## config.mk

```make
export PLATFORM = sky130hd
export DESIGN_NAME = mem_access_ctrl_flat
export DESIGN_NICKNAME = d
export VERILOG_FILES = /design/src/rtl/mem_ctrl_pkg.sv /design/src/rtl/mem_access_ctrl_if.sv /design/src/rtl/mem_access_ctrl_arbiter.sv /design/src/rtl/mem_access_ctrl.sv /design/src/flat_wrapper.sv
export SDC_FILE = /design/constraint.sdc
export NUM_CORES = 1
export LEC_CHECK = 0
export CORE_MARGIN = 1.5
export CORE_UTILIZATION = 43
export CTS_CLUSTER_SIZE = 28
export DETAILED_ROUTE_END_ITERATION = 8
export PLACE_DENSITY_LB_ADDON = 0.08
export SLEW_MARGIN = 25
export SYNTH_ARGS = -nofsm -noshare
export SYNTH_HDL_FRONTEND = slang
export SYNTH_HIERARCHICAL = 1
export SYNTH_SLANG_ARGS = --single-unit
export TNS_END_PERCENT = 30
```

## constraint.sdc

```tcl
create_clock -name clk -period 4.2 [get_ports clk]
set_input_delay 1.05 -clock clk [delete_from_list [all_inputs] [get_ports clk]]
set_output_delay 1.05 -clock clk [all_outputs]
set_load 0.02 [all_outputs]
```

## src/rtl/mem_ctrl_pkg.sv

```systemverilog
// rtl/mem_ctrl_pkg.sv - shared types and defaults for the RAM access controller
package mem_ctrl_pkg;

   localparam int DEF_ADDR_W = 8;
   localparam int DEF_DATA_W = 32;

   typedef enum logic [1:0] {
      IDLE  = 2'd0,
      ISSUE = 2'd1,
      CAPT  = 2'd2,
      RESP  = 2'd3
   } state_t;

   typedef enum logic {
      PORT_IF = 1'b0,
      PORT_D  = 1'b1
   } port_id_t;

endpackage

```

## src/rtl/mem_access_ctrl_if.sv

```systemverilog
// rtl/mem_access_ctrl_if.sv - core-side fetch and load/store request/response bundle
interface mem_access_ctrl_if
   import mem_ctrl_pkg::*;
#(
   parameter int ADDR_W = DEF_ADDR_W,
   parameter int DATA_W = DEF_DATA_W
);

   logic              if_req_valid;
   logic              if_req_ready;
   logic [ADDR_W-1:0] if_req_addr;
   logic              if_rsp_valid;
   logic              if_rsp_ready;
   logic [DATA_W-1:0] if_rsp_data;

   logic              d_req_valid;
   logic              d_req_ready;
   logic              d_req_we;
   logic [ADDR_W-1:0] d_req_addr;
   logic [DATA_W-1:0] d_req_wdata;
   logic              d_rsp_valid;
   logic              d_rsp_ready;
   logic [DATA_W-1:0] d_rsp_rdata;

   modport master (
      output if_req_valid, if_req_addr, if_rsp_ready,
      output d_req_valid, d_req_we, d_req_addr, d_req_wdata, d_rsp_ready,
      input  if_req_ready, if_rsp_valid, if_rsp_data,
      input  d_req_ready, d_rsp_valid, d_rsp_rdata
   );

   modport slave (
      input  if_req_valid, if_req_addr, if_rsp_ready,
      input  d_req_valid, d_req_we, d_req_addr, d_req_wdata, d_rsp_ready,
      output if_req_ready, if_rsp_valid, if_rsp_data,
      output d_req_ready, d_rsp_valid, d_rsp_rdata
   );

endinterface

```

## src/rtl/mem_access_ctrl_arbiter.sv

```systemverilog
// rtl/mem_access_ctrl_arbiter.sv - data-first arbiter with a fetch starvation limit
module mem_arbiter
   import mem_ctrl_pkg::*;
#(
   parameter int STARVE_LIMIT = 4
) (
   input  logic     clk,
   input  logic     rst,
   input  logic     i_if_valid,
   input  logic     i_d_valid,
   input  logic     i_accept,
   input  port_id_t i_grant_id,
   output logic     o_grant_valid,
   output port_id_t o_grant
);

   localparam int CNT_W = $clog2(STARVE_LIMIT + 1);

   logic [CNT_W-1:0] r_cnt;
   logic             w_starved;

   assign w_starved     = (r_cnt == CNT_W'(STARVE_LIMIT));
   assign o_grant_valid = i_if_valid | i_d_valid;

   always_comb begin
      o_grant = PORT_IF;
      if (i_d_valid && !(i_if_valid && w_starved))
         o_grant = PORT_D;
   end

   // Counts data grants that bypassed a waiting fetch; saturates at the limit.
   always_ff @(posedge clk or posedge rst) begin
      if (rst) begin
         r_cnt <= '0;
      end else if (i_accept) begin
         if (i_grant_id == PORT_IF || !i_if_valid)
            r_cnt <= '0;
         else if (!w_starved)
            r_cnt <= r_cnt + CNT_W'(1);
      end
   end

endmodule

```

## src/rtl/mem_access_ctrl.sv

```systemverilog
// rtl/mem_access_ctrl.sv - arbitrates fetch and load/store onto one synchronous RAM port
module mem_access_ctrl
   import mem_ctrl_pkg::*;
#(
   parameter int ADDR_W       = DEF_ADDR_W,
   parameter int DATA_W       = DEF_DATA_W,
   parameter int STARVE_LIMIT = 4
) (
   input  logic              clk,
   input  logic              rst,
   mem_access_ctrl_if.slave  bus,
   output logic              ram_wr_en,
   output logic [ADDR_W-1:0] ram_address,
   output logic [DATA_W-1:0] ram_data_in,
   input  logic [DATA_W-1:0] ram_data_out,
   output logic              busy
);

   state_t            r_state, w_next;
   port_id_t          r_port, w_grant;
   logic              r_we;
   logic              r_ram_wr_en;
   logic [ADDR_W-1:0] r_ram_addr;
   logic [DATA_W-1:0] r_ram_wdata;
   logic [DATA_W-1:0] r_if_rsp_data, r_d_rsp_data;
   logic              w_grant_valid, w_accept, w_rsp_hs;

   mem_arbiter #(.STARVE_LIMIT(STARVE_LIMIT)) u_arb (
      .clk           (clk),
      .rst           (rst),
      .i_if_valid    (bus.if_req_valid),
      .i_d_valid     (bus.d_req_valid),
      .i_accept      (w_accept),
      .i_grant_id    (w_grant),
      .o_grant_valid (w_grant_valid),
      .o_grant       (w_grant)
   );

   assign w_accept = (r_state == IDLE) && w_grant_valid;
   assign w_rsp_hs = (r_state == RESP) &&
                     ((r_port == PORT_IF) ? bus.if_rsp_ready : bus.d_rsp_ready);

   always_ff @(posedge clk or posedge rst) begin
      if (rst) r_state <= IDLE;
      else     r_state <= w_next;
   end

   always_comb begin
      w_next = r_state;
      case (r_state)
         IDLE:    if (w_accept) w_next = ISSUE;
         ISSUE:   w_next = CAPT;
         CAPT:    w_next = RESP;
         RESP:    if (w_rsp_hs) w_next = IDLE;
         default: w_next = IDLE;
      endcase
   end

   always_comb begin
      bus.if_req_ready = 1'b0;
      bus.d_req_ready  = 1'b0;
      bus.if_rsp_valid = 1'b0;
      bus.d_rsp_valid  = 1'b0;
      busy             = (r_state != IDLE);
      if (w_accept) begin
         if (w_grant == PORT_IF) bus.if_req_ready = 1'b1;
         else                    bus.d_req_ready  = 1'b1;
      end
      if (r_state == RESP) begin
         if (r_port == PORT_IF) bus.if_rsp_valid = 1'b1;
         else                   bus.d_rsp_valid  = 1'b1;
      end
   end

   // Request fields are captured once at the handshake; the RAM read lands in CAPT.
   always_ff @(posedge clk or posedge rst) begin
      if (rst) begin
         r_port        <= PORT_IF;
         r_we          <= 1'b0;
         r_ram_wr_en   <= 1'b0;
         r_ram_addr    <= '0;
         r_ram_wdata   <= '0;
         r_if_rsp_data <= '0;
         r_d_rsp_data  <= '0;
      end else begin
         case (r_state)
            IDLE: begin
               if (w_accept) begin
                  r_port <= w_grant;
                  if (w_grant == PORT_D) begin
                     r_we        <= bus.d_req_we;
                     r_ram_wr_en <= bus.d_req_we;
                     r_ram_addr  <= bus.d_req_addr;
                     r_ram_wdata <= bus.d_req_wdata;
                  end else begin
                     r_we        <= 1'b0;
                     r_ram_wr_en <= 1'b0;
                     r_ram_addr  <= bus.if_req_addr;
                     r_ram_wdata <= '0;
                  end
               end
            end
            ISSUE: r_ram_wr_en <= 1'b0;
            CAPT: begin
               if (r_port == PORT_IF) r_if_rsp_data <= ram_data_out;
               else                   r_d_rsp_data  <= r_we ? '0 : ram_data_out;
            end
            default: ;
         endcase
      end
   end

   assign ram_wr_en       = r_ram_wr_en;
   assign ram_address     = r_ram_addr;
   assign ram_data_in     = r_ram_wdata;
   assign bus.if_rsp_data = r_if_rsp_data;
   assign bus.d_rsp_rdata = r_d_rsp_data;

endmodule

```

## src/flat_wrapper.sv

```systemverilog
// flat-port wrapper written by rule: the top's interface ports become plain ports
module mem_access_ctrl_flat import mem_ctrl_pkg::*;
#(
   parameter int ADDR_W       = DEF_ADDR_W,
   parameter int DATA_W       = DEF_DATA_W,
   parameter int STARVE_LIMIT = 4
)
  (clk, rst, ram_wr_en, ram_address, ram_data_in, ram_data_out, busy, bus_if_req_valid, bus_if_req_addr, bus_if_rsp_ready, bus_d_req_valid, bus_d_req_we, bus_d_req_addr, bus_d_req_wdata, bus_d_rsp_ready, bus_if_req_ready, bus_if_rsp_valid, bus_if_rsp_data, bus_d_req_ready, bus_d_rsp_valid, bus_d_rsp_rdata);
  mem_access_ctrl_if #(.ADDR_W(ADDR_W), .DATA_W(DATA_W)) bus_i ();
  input  logic clk;
  input  logic rst;
  output logic ram_wr_en;
  output logic [ADDR_W-1:0] ram_address;
  output logic [DATA_W-1:0] ram_data_in;
  input  logic [DATA_W-1:0] ram_data_out;
  output logic busy;
  input wire logic [$bits(bus_i.if_req_valid)-1:0] bus_if_req_valid;
  input wire logic [$bits(bus_i.if_req_addr)-1:0] bus_if_req_addr;
  input wire logic [$bits(bus_i.if_rsp_ready)-1:0] bus_if_rsp_ready;
  input wire logic [$bits(bus_i.d_req_valid)-1:0] bus_d_req_valid;
  input wire logic [$bits(bus_i.d_req_we)-1:0] bus_d_req_we;
  input wire logic [$bits(bus_i.d_req_addr)-1:0] bus_d_req_addr;
  input wire logic [$bits(bus_i.d_req_wdata)-1:0] bus_d_req_wdata;
  input wire logic [$bits(bus_i.d_rsp_ready)-1:0] bus_d_rsp_ready;
  output wire logic [$bits(bus_i.if_req_ready)-1:0] bus_if_req_ready;
  output wire logic [$bits(bus_i.if_rsp_valid)-1:0] bus_if_rsp_valid;
  output wire logic [$bits(bus_i.if_rsp_data)-1:0] bus_if_rsp_data;
  output wire logic [$bits(bus_i.d_req_ready)-1:0] bus_d_req_ready;
  output wire logic [$bits(bus_i.d_rsp_valid)-1:0] bus_d_rsp_valid;
  output wire logic [$bits(bus_i.d_rsp_rdata)-1:0] bus_d_rsp_rdata;
  assign bus_i.if_req_valid = bus_if_req_valid;
  assign bus_i.if_req_addr = bus_if_req_addr;
  assign bus_i.if_rsp_ready = bus_if_rsp_ready;
  assign bus_i.d_req_valid = bus_d_req_valid;
  assign bus_i.d_req_we = bus_d_req_we;
  assign bus_i.d_req_addr = bus_d_req_addr;
  assign bus_i.d_req_wdata = bus_d_req_wdata;
  assign bus_i.d_rsp_ready = bus_d_rsp_ready;
  assign bus_if_req_ready = bus_i.if_req_ready;
  assign bus_if_rsp_valid = bus_i.if_rsp_valid;
  assign bus_if_rsp_data = bus_i.if_rsp_data;
  assign bus_d_req_ready = bus_i.d_req_ready;
  assign bus_d_rsp_valid = bus_i.d_rsp_valid;
  assign bus_d_rsp_rdata = bus_i.d_rsp_rdata;
  mem_access_ctrl #(.ADDR_W(ADDR_W), .DATA_W(DATA_W), .STARVE_LIMIT(STARVE_LIMIT)) u_core (.clk(clk), .rst(rst), .bus(bus_i), .ram_wr_en(ram_wr_en), .ram_address(ram_address), .ram_data_in(ram_data_in), .ram_data_out(ram_data_out), .busy(busy));
endmodule
```

Word-level counts from Yosys, hierarchy flattened
Cells that the tools add are included.
W data, S select, Z words.
- flip-flop bits (word level): 112
- input bits: 87
- output and inout bits: 110
- logic and storage cells: 57
- add/sub/neg operators: 1
- equality and inequality tests: 7
- mux-type cells: 21
- bitwise gates (word level): 3
- reductions and logical operators: 16
- operators by type and width (operator ; count):
    $mux W32 ; 2
    $mux W1 ; 12
    $reduce_and A2 Y1 ; 6
    $mux W8 ; 1
    $pmux W2 S4 ; 1
    $mux W3 ; 2
    $eq A2 B2 Y1 const B ; 2
    $logic_and A1 B1 Y1 ; 4
    $mux W2 ; 2
    $ne A2 B1 Y1 const B ; 2
    $reduce_bool A2 Y1 ; 2
    $add A3 B1 Y3 const B ; 1
    $eq A3 B3 Y1 const B ; 1
    $eq A2 B1 Y1 const B ; 1
    $logic_not A1 Y1 ; 2
    $logic_not A2 Y1 ; 1
    $ne A2 B2 Y1 const B ; 1
    $not A1 Y1 ; 2
    $pmux W1 S2 ; 1
    $logic_or A1 B1 Y1 ; 1
    $or A1 B1 Y1 ; 1

Longest topological paths before layout
Gate-level depths: netlist of run 1.
- depth after elaboration: 9
- mapped depth: 7
- mapped depth without buffers: 6

Modules after synthesis
Netlist of run 1, hierarchy kept.
- by module, submodules not included (module ; times used ; cells each ; area an instance (µm²) ; seq. area each (µm²)):
    mem_access_ctrl ; 1 ; 414 ; 4579.4 ; 2727.6
    mem_arbiter ; 1 ; 21 ; 198.9 ; 75.1

Least setup slack after synthesis of run 1
No wires, ideal clock.
- kind: in2out
- from: in bus_if_req_valid
- to: out bus_if_req_ready
- data arrival time: 2.004 ns
- data required time: 3.150 ns
- path slack: 1.146 ns
- cell stages on the path: 4
- path buffers: 1
- path through: or2_2 > nand2_1 > clkbuf_1 > nor2_1
- cells in the longest elaborated chain, start to end: 6
- elaborated cells on any way between the ends: 8
- those cells by class: mux (3); bitwise (1); reduce/logical (4)
- RTL lines (what ; RTL line ; source):
    start, declared ; flat_wrapper.sv:17 ; input wire logic [$bits(bus_i.if_req_valid)-1:0] bus_if_req_valid;
    $logic_and A1 B1 Y1 ; mem_access_ctrl_arbiter.sv:27 ; if (i_d_valid && !(i_if_valid && w_starved))
    $logic_not A1 Y1 ; mem_access_ctrl_arbiter.sv:27 ;
    $logic_and A1 B1 Y1 ; mem_access_ctrl_arbiter.sv:27 ;
    $mux W1 ; mem_access_ctrl_arbiter.sv:27 ;
    $mux W1 ; mem_access_ctrl.sv:66 ; if (w_grant == PORT_IF) bus.if_req_ready = 1'b1;
    $mux W1 * ; mem_access_ctrl.sv:65 ; if (w_accept) begin
    end, declared ; flat_wrapper.sv:25 ; output wire logic [$bits(bus_i.if_req_ready)-1:0] bus_if_req_ready;
Mark *: on every way between the ends. The rest lies on a longest branch, timed or not.

Final worst setup path of run 1
- from: in bus_if_req_valid
- to: out bus_d_req_ready
- elaborated cells on any way between the ends: 8
- those cells by class: mux (3); bitwise (1); reduce/logical (4)
- RTL lines (what ; RTL line ; source):
    $or A1 B1 Y1 ; mem_access_ctrl_arbiter.sv:23 ; assign o_grant_valid = i_if_valid | i_d_valid;
    net u_core.w_grant_valid ; mem_access_ctrl.sv:26 ; logic w_grant_valid, w_accept, w_rsp_hs;
    $logic_and A1 B1 Y1 ; mem_access_ctrl.sv:39 ; assign w_accept = (r_state == IDLE) && w_grant_valid;
    $mux W1 ; mem_access_ctrl.sv:65 ;
    end, declared ; flat_wrapper.sv:28 ; output wire logic [$bits(bus_i.d_req_ready)-1:0] bus_d_req_ready;
The timed path passes the listed nets, and every way through them passes these cells.

==> results of run 1 <==
==> through the flow <==
stage | worst slack (ns) | utilization | instances | hold WS [ns]
floorplan | 0.2761 | - | 435 | 0.5039
global placement | 0.4804 | 0.6325 | 752 | 0.4488
detailed placement | 0.4298 | 0.6325 | 752 | 0.4543
CTS | 0.4208 | 0.6528 | 768 | 0.4772
global route | 0.3687 | 0.6533 | 768 | 0.5000
finish | 0.4194 | 0.6533 | 768 | 0.4732
==> Yosys cell counts (all sizes together) <==
master	count	share of area
o21ai	42	0.044
a31oi	1	0.0013
a21o	1	0.0016
nand2	111	0.087
nand2b	33	0.043
nor2b	2	0.0026
nor2	3	0.0024
o22ai	1	0.0013
mux2	34	0.10
mux2i	9	0.019
and3	1	0.0013
nand3	32	0.034
clkbuf	15	0.012
a21oi	2	0.0021
a31o	1	0.0018
a22o	2	0.0039
buf	11	0.018
a2bb2oi	2	0.0050
or2	1	0.0013
and4	1	0.0024
inv	11	0.0086
ha	6	0.016
and2	1	0.0013
dfrtp	112	0.59
==> registers in the layout, indices dropped and copies added (netlist names) <==
| name | count |
|---|---|
| u_core/bus.d_rsp_rdata | 32 |
| u_core/ram_address | 8 |
| u_core/r_state | 2 |
| u_core/r_we | 1 |
| u_core/r_port | 1 |
| u_core/bus.if_rsp_data | 32 |
| u_core/ram_data_in | 32 |
| u_core/u_arb/r_cnt | 3 |
| u_core/ram_wr_en | 1 |
==> cells by family (layout without fill, tap and decap cells) <==
family                     after synthesis  after routing  share of synthesized area
DFF                                    112            112                     0.5865
adders and majority gates                6              6                    0.01571
buffers and inverters                   37            230                    0.03823
muxes                                   43             43                     0.1233
and+or+nand+nor                        185            185                     0.1752
AOI/OAI and AO/OA                       52             52                    0.06101
==> power breakdown <==
group | switching [uW] | leakage, uW | internal, uW
logic | 1460 | 0.00177 | 1480
clock network | 347 | 0.000114 | 353
registers | 323 | 0.00140 | 1590
==> layout by cell type (no fill, tap or decap), types with 2 or more instances in the layout <==
cell type and instances:
clkbuf_8 10, mux2_2 3, bufinv_16 2, mux2_4 31
mux2i_1 9, buf_4 7, nand2b_1 33, clkinv_2 2
o21ai_0 41, nand2_1 109, inv_1 9, nand3_1 32
a21oi_1 2, clkdlybuf4s50_1 196, dfrtp_1 112, nor2_1 3
ha_1 6
==> path summary, 6_finish.rpt <==
kind	startpoint	end	slack, ns
min	u_core/ram_data_in[23]	u_core/ram_data_in[23]	0.47
max reg2reg	u_core/r_state[0]	u_core/bus.if_rsp_data[23]	1.97
max	bus_if_req_valid	bus_d_req_ready	0.42
min reg2reg	u_core/ram_data_in[23]	u_core/ram_data_in[23]	0.47
min in group asynchronous	rst	u_core/u_arb/r_cnt[2]	0.93
max in group asynchronous	rst	u_core/ram_data_in[18]	2.24
==> area by class of cell <==
cell class                 count  share of cell area
sequential                   112              0.3958
timing repair buffer         203              0.2845
multi-input combinational    286              0.2578
tap                          140             0.02473
clock buffer                  11             0.01996
clock inverter                 5             0.01113
inverter                      11            0.006184
==> worst register-to-register path, stage by stage, from the launching register on <==
cell,delay (ns)
dfrtp_1,0.43
inv_1,0.10
ha_1,0.24
nor2b_4,0.54
buf_4,0.47
mux2_4,0.35
==> per-layer routing <==
layer,vias to the layer above,track usage,wire (um)
li1,1796,-,-
met3,13,0.05003,882
met5,-,0,0
met4,0,0.07237,177
met1,1779,0.2690,4987
met2,129,0.3392,5782
==> impl_results.md, run 1 <==
- DP Area: 0.006857 mm2
- Layout cells sized above 1: 0.1067
- Distinct cells, synth: 31
- PD cells: 784.1 mW/mm2
- Postcts setup bufs: 0
- Gate Count Post-Synth: 435
- CP max FO: 5
- Critical Path Stages: 4
- WP buf/inv: 2
- Endpoints failing hold: 0
- Post-CTS Resized: 0
- Die ar.: 0.01175 mm2
- CP Launch Type: primary input
- Clock latency at the later pin of the worst-skew pair: 0.36 ns
- Clk slew on worst S/H paths: 0.10 ns
- Worst path cell trace: clkdlybuf4s50_1 -> or2_2 -> and3_1 -> clkdlybuf4s50_1
- Final setup TNS: 0 ns
- Drt total wl: 11.83 mm
- Slew Limit Fails: 0
- Vias: 3717
- Row cnt: 38
- Ant. Diodes: 0
- Period utilisation layout: 0.9001
- Starting density of the core: 0.4408
- Power Total: 5553 uW
- CP delay by family, top: buffers and inverters
- Critical path capture point type: output pin
- Worst Reg-to-Reg Cells: 5
- #FFs+latches synth: 112
- Fin area: 0.007082 mm2
- CP max-delay cell: clkdlybuf4s50_1
- Net Count, Synth: 528
- Tot GR Track Use: 0.2073
- Final-report setup violation count: 0
- Vias per cell: 4.840
- Initial antenna violation count: 0
- Area of the multi-input gates: 0.001826 mm2
- Largest stage delay, worst path: 0.55 ns
- Root buf cell: clkbuf_8
- Die Y: 108.4 um
- CP required: 3.15 ns
- Die Width: 108.4 um
- Warnings, synthesis: 6
- DP HPWL: 8.481 mm
- Post-layout net count: 716
- Synthesized area per cell: 10.98 um2
- Layout overhead on the synthesized area: 48.21%
- Largest net degree at the start of global routing: 65
- Worst vdd ir: 0.0004164 V
- Clock Sink Count: 112
- TritonCTS clock tree: built
- Clock skew: 0.006908 ns
- RSZ-0062 raised after global routing: no
- Max H-tree Level: 3
- Crit path kind: in -> out
- CP Data Arrival Time: 2.73 ns
- Port-buffer cells: 196
- Cts hold-fix bufs: 0
- Worst-Margin Slew: 0.8902 ns
- Fin crit period: 3.781 ns
- Fill count: 906
- Detailed Routing Iterations Pass 1: 4
- Iter 0 DRT Violations: 157
- Hold WC Path Type: reg -> reg
- Hold depth: 2
- Drt wl/cell: 15.40 um
- Core area: 0.01084 mm2
- DRC viols: 0
- IO Count: 197
- GRT overflow: 0
- Max_cap viols: 0
- Total CTS buffers: 9
- Bufs on Longest Clock Path: 2
- DRT antenna net count: 0
- Reg area: 0.002803 mm2
- Status: finished, final reports clean
- RePlAce Congestion: 0.7729
- Sequential fraction of the synthesis area: 0.5865
- Global-route wire length before repair: 18.90 mm
- Critical path's most frequent cell: clkdlybuf4s50_1
- Netlist Area Pre-Place: 0.004778 mm2
- Number of global-route vias before repair: 3793
- Static leakage: 0.003287 uW
- Fmax achieved: 264.5 MHz
- Slew headroom: 0.4065
No activity file was read; power rests on OpenSTA's default activity.
==> run 2: changes to the inputs <==
--- a/config.mk
+++ b/config.mk
@@ -6,10 +6,12 @@
 export NUM_CORES = 1
 export LEC_CHECK = 0
 export CORE_MARGIN = 1.5
-export CORE_UTILIZATION = 43
+export CORE_UTILIZATION = 63
 export CTS_CLUSTER_SIZE = 28
 export DETAILED_ROUTE_END_ITERATION = 8
+export DONT_BUFFER_PORTS = 1
 export PLACE_DENSITY_LB_ADDON = 0.08
+export RECOVER_POWER = 100
 export SLEW_MARGIN = 25
 export SYNTH_ARGS = -nofsm -noshare
 export SYNTH_HDL_FRONTEND = slang
==> impl_results.md, run 2 (synthesis gave the netlist of run 1 again) <==
- Worst path cell trace: inv_1 -> ha_1 -> nor2b_1 -> clkbuf_1 -> mux2_1
- Top sig layer: met4
- Starting density of the core: 0.6553
- GRT overflow: 0
- CP Data Arrival Time: 3.52 ns
- Slew Limit Fails: 155
- Period utilisation layout: 0.7803
- DP Area: 0.004826 mm2
- Pre-CTS setup slack: 1.203 ns
- Commonest non-fill, non-tap cell in the layout: dfrtp_1
- Vias per cell: 5.724
- Logic pwr share: 0.241
- CP max FO: 19
- TritonCTS clock tree: built
- DRT antenna net count: 0
- Die Width: 90.09 um
- Worst-Margin Slew: 2.544 ns
- Switching share of power: 0.4520
- M1 wire length: 3.871 mm
- Postcts setup bufs: 0
- Clk slew on worst S/H paths: 0.10 ns
- Die ar.: 0.008116 mm2
- Ant. Diodes: 0
- WP buf/inv: 2
- Endpoints failing hold: 0
- Vias: 3028
- RSZ-0062 raised after global routing: no
- CP Launch Type: flop
- Initial antenna violation count: 0
- Row cnt: 31
- RePlAce Congestion: 0.8914
- Clock Sink Count: 112
- DRC viols: 0
- Clock network fraction of total power: 0.152
- Status: complete, but fails checks
- Violations in the final reports: max-capacitance violations, max-slew violations
- Fin crit period: 3.277 ns
- Core area: 0.007292 mm2
- Layout overhead on the synthesized area: 2.592%
- CP required: 4.44 ns
- Port-buffer cells: 0
- Met2 wire len: 4.525 mm
- Total CTS buffers: 9
- Post-layout net count: 518
- Layout cells sized above 1: 0.09535
- CP max-delay cell: nor2b_1
- Final worst slack: 0.9228 ns
- CP delay by family, top: simple AND/OR/NAND/NOR gates
- Final setup TNS: 0 ns
- Clock latency at the later pin of the worst-skew pair: 0.35 ns
- Cts hold-fix bufs: 0
- Detailed Routing Iterations Pass 1: 4
- Fmax achieved: 305.1 MHz
- Psw: 1932 uW
- Hold WC Path Type: in -> async
- Slew headroom: -0.6975
- Global-route wire length before repair: 15.86 mm
- Most frequent cells in the layout: dfrtp_1, nand2_1, o21ai_0
- Clock skew: 0.008420 ns
- Die Y: 90.09 um
- Worst vdd ir: 0.0005880 V
- Root buf cell: clkbuf_8
- Bufs on Longest Clock Path: 2
- Drt total wl: 9.555 mm
- Critical path capture point type: flop
- Iter 0 DRT Violations: 104
- Drt wl/cell: 18.06 um
- Fin area: 0.004902 mm2
- Final-report setup violation count: 0
- Seq pwr share: 0.607
- Largest stage delay, worst path: 1.32 ns
- Post-CTS Resized: 0
- Max_cap viols: 3
- PD cells: 872.0 mW/mm2
- DP HPWL: 6.770 mm
- Largest net degree at the start of global routing: 70
- Number of global-route vias before repair: 3075
- Pint: 2342 uW
- Util after Layout: 0.6723
- Max H-tree Level: 3
- IO Count: 197
- Static leakage: 0.002412 uW
- Tot GR Track Use: 0.2458
- Crit path kind: reg -> reg
- Wire length on met3: 947 um
## run 2: cell types whose count changed in the layout (fill, tap and decap cells not counted), moves of 2 or more
| cell | delta |
|---|---|
| buf_4 | -3 |
| clkdlybuf4s50_1 | -196 |
| inv_1 | +2 |
| mux2_1 | +18 |
| mux2_2 | +10 |
| mux2_4 | -28 |
| nand2_1 | +2 |
## run 2: metal layers
metal  vias to the layer above  track usage
li1                       1401            -
met5                         -            0
met4                         0      0.09524
met1                      1459       0.3174
met3                        20      0.08460
met2                       148       0.3838
## run 2: area by class of cell
cell class | count | area (um2)
Fill cell | 635 | 2390
Sequential cell | 112 | 2803
Inverter | 11 | 41.29
Clock buffer | 10 | 137.6
Timing Repair Buffer | 5 | 33.78
Multi-Input combinational cell | 286 | 1695
Clock inverter | 6 | 67.56
Tap cell | 99 | 123.9
## run 2: power by group through the flow
stage / logic [uW] / clock network, uW / registers (uW)
after detailed placement: 1220 / 0 / 2630
after CTS: 1220 / 665 / 2610
after global placement: 1160 / 0 / 2620
after global routing: 1180 / 705 / 2660
after floorplan: 1100 / 0 / 2460
final: 1030 / 650 / 2590
## run 2: path summary, 6_finish.rpt
path	from	to	slack, ns	depth (start not counted)
setup / recovery	u_core/r_state[0]	u_core/bus.if_rsp_data[1]	0.92	5
hold / removal	rst	u_core/u_arb/r_cnt[1]	0.44	1
setup reg to reg	u_core/r_state[0]	u_core/bus.if_rsp_data[1]	0.92	5
hold reg to reg	u_core/u_arb/r_cnt[1]	u_core/u_arb/r_cnt[1]	0.56	1
max in group asynchronous	rst	u_core/bus.if_rsp_data[2]	1.28	1
min in group clk	u_core/u_arb/r_cnt[1]	u_core/u_arb/r_cnt[1]	0.56	1
## run 2: metrics by stage
step,cells,total power [uW],hold WS [ns]
floorplan,435,3557,0.5039
CTS,529,4495,0.4193
detailed placement,513,3843,0.5361
global placement,513,3782,0.5277
finish,529,4275,0.4351
global route,529,4549,0.4212
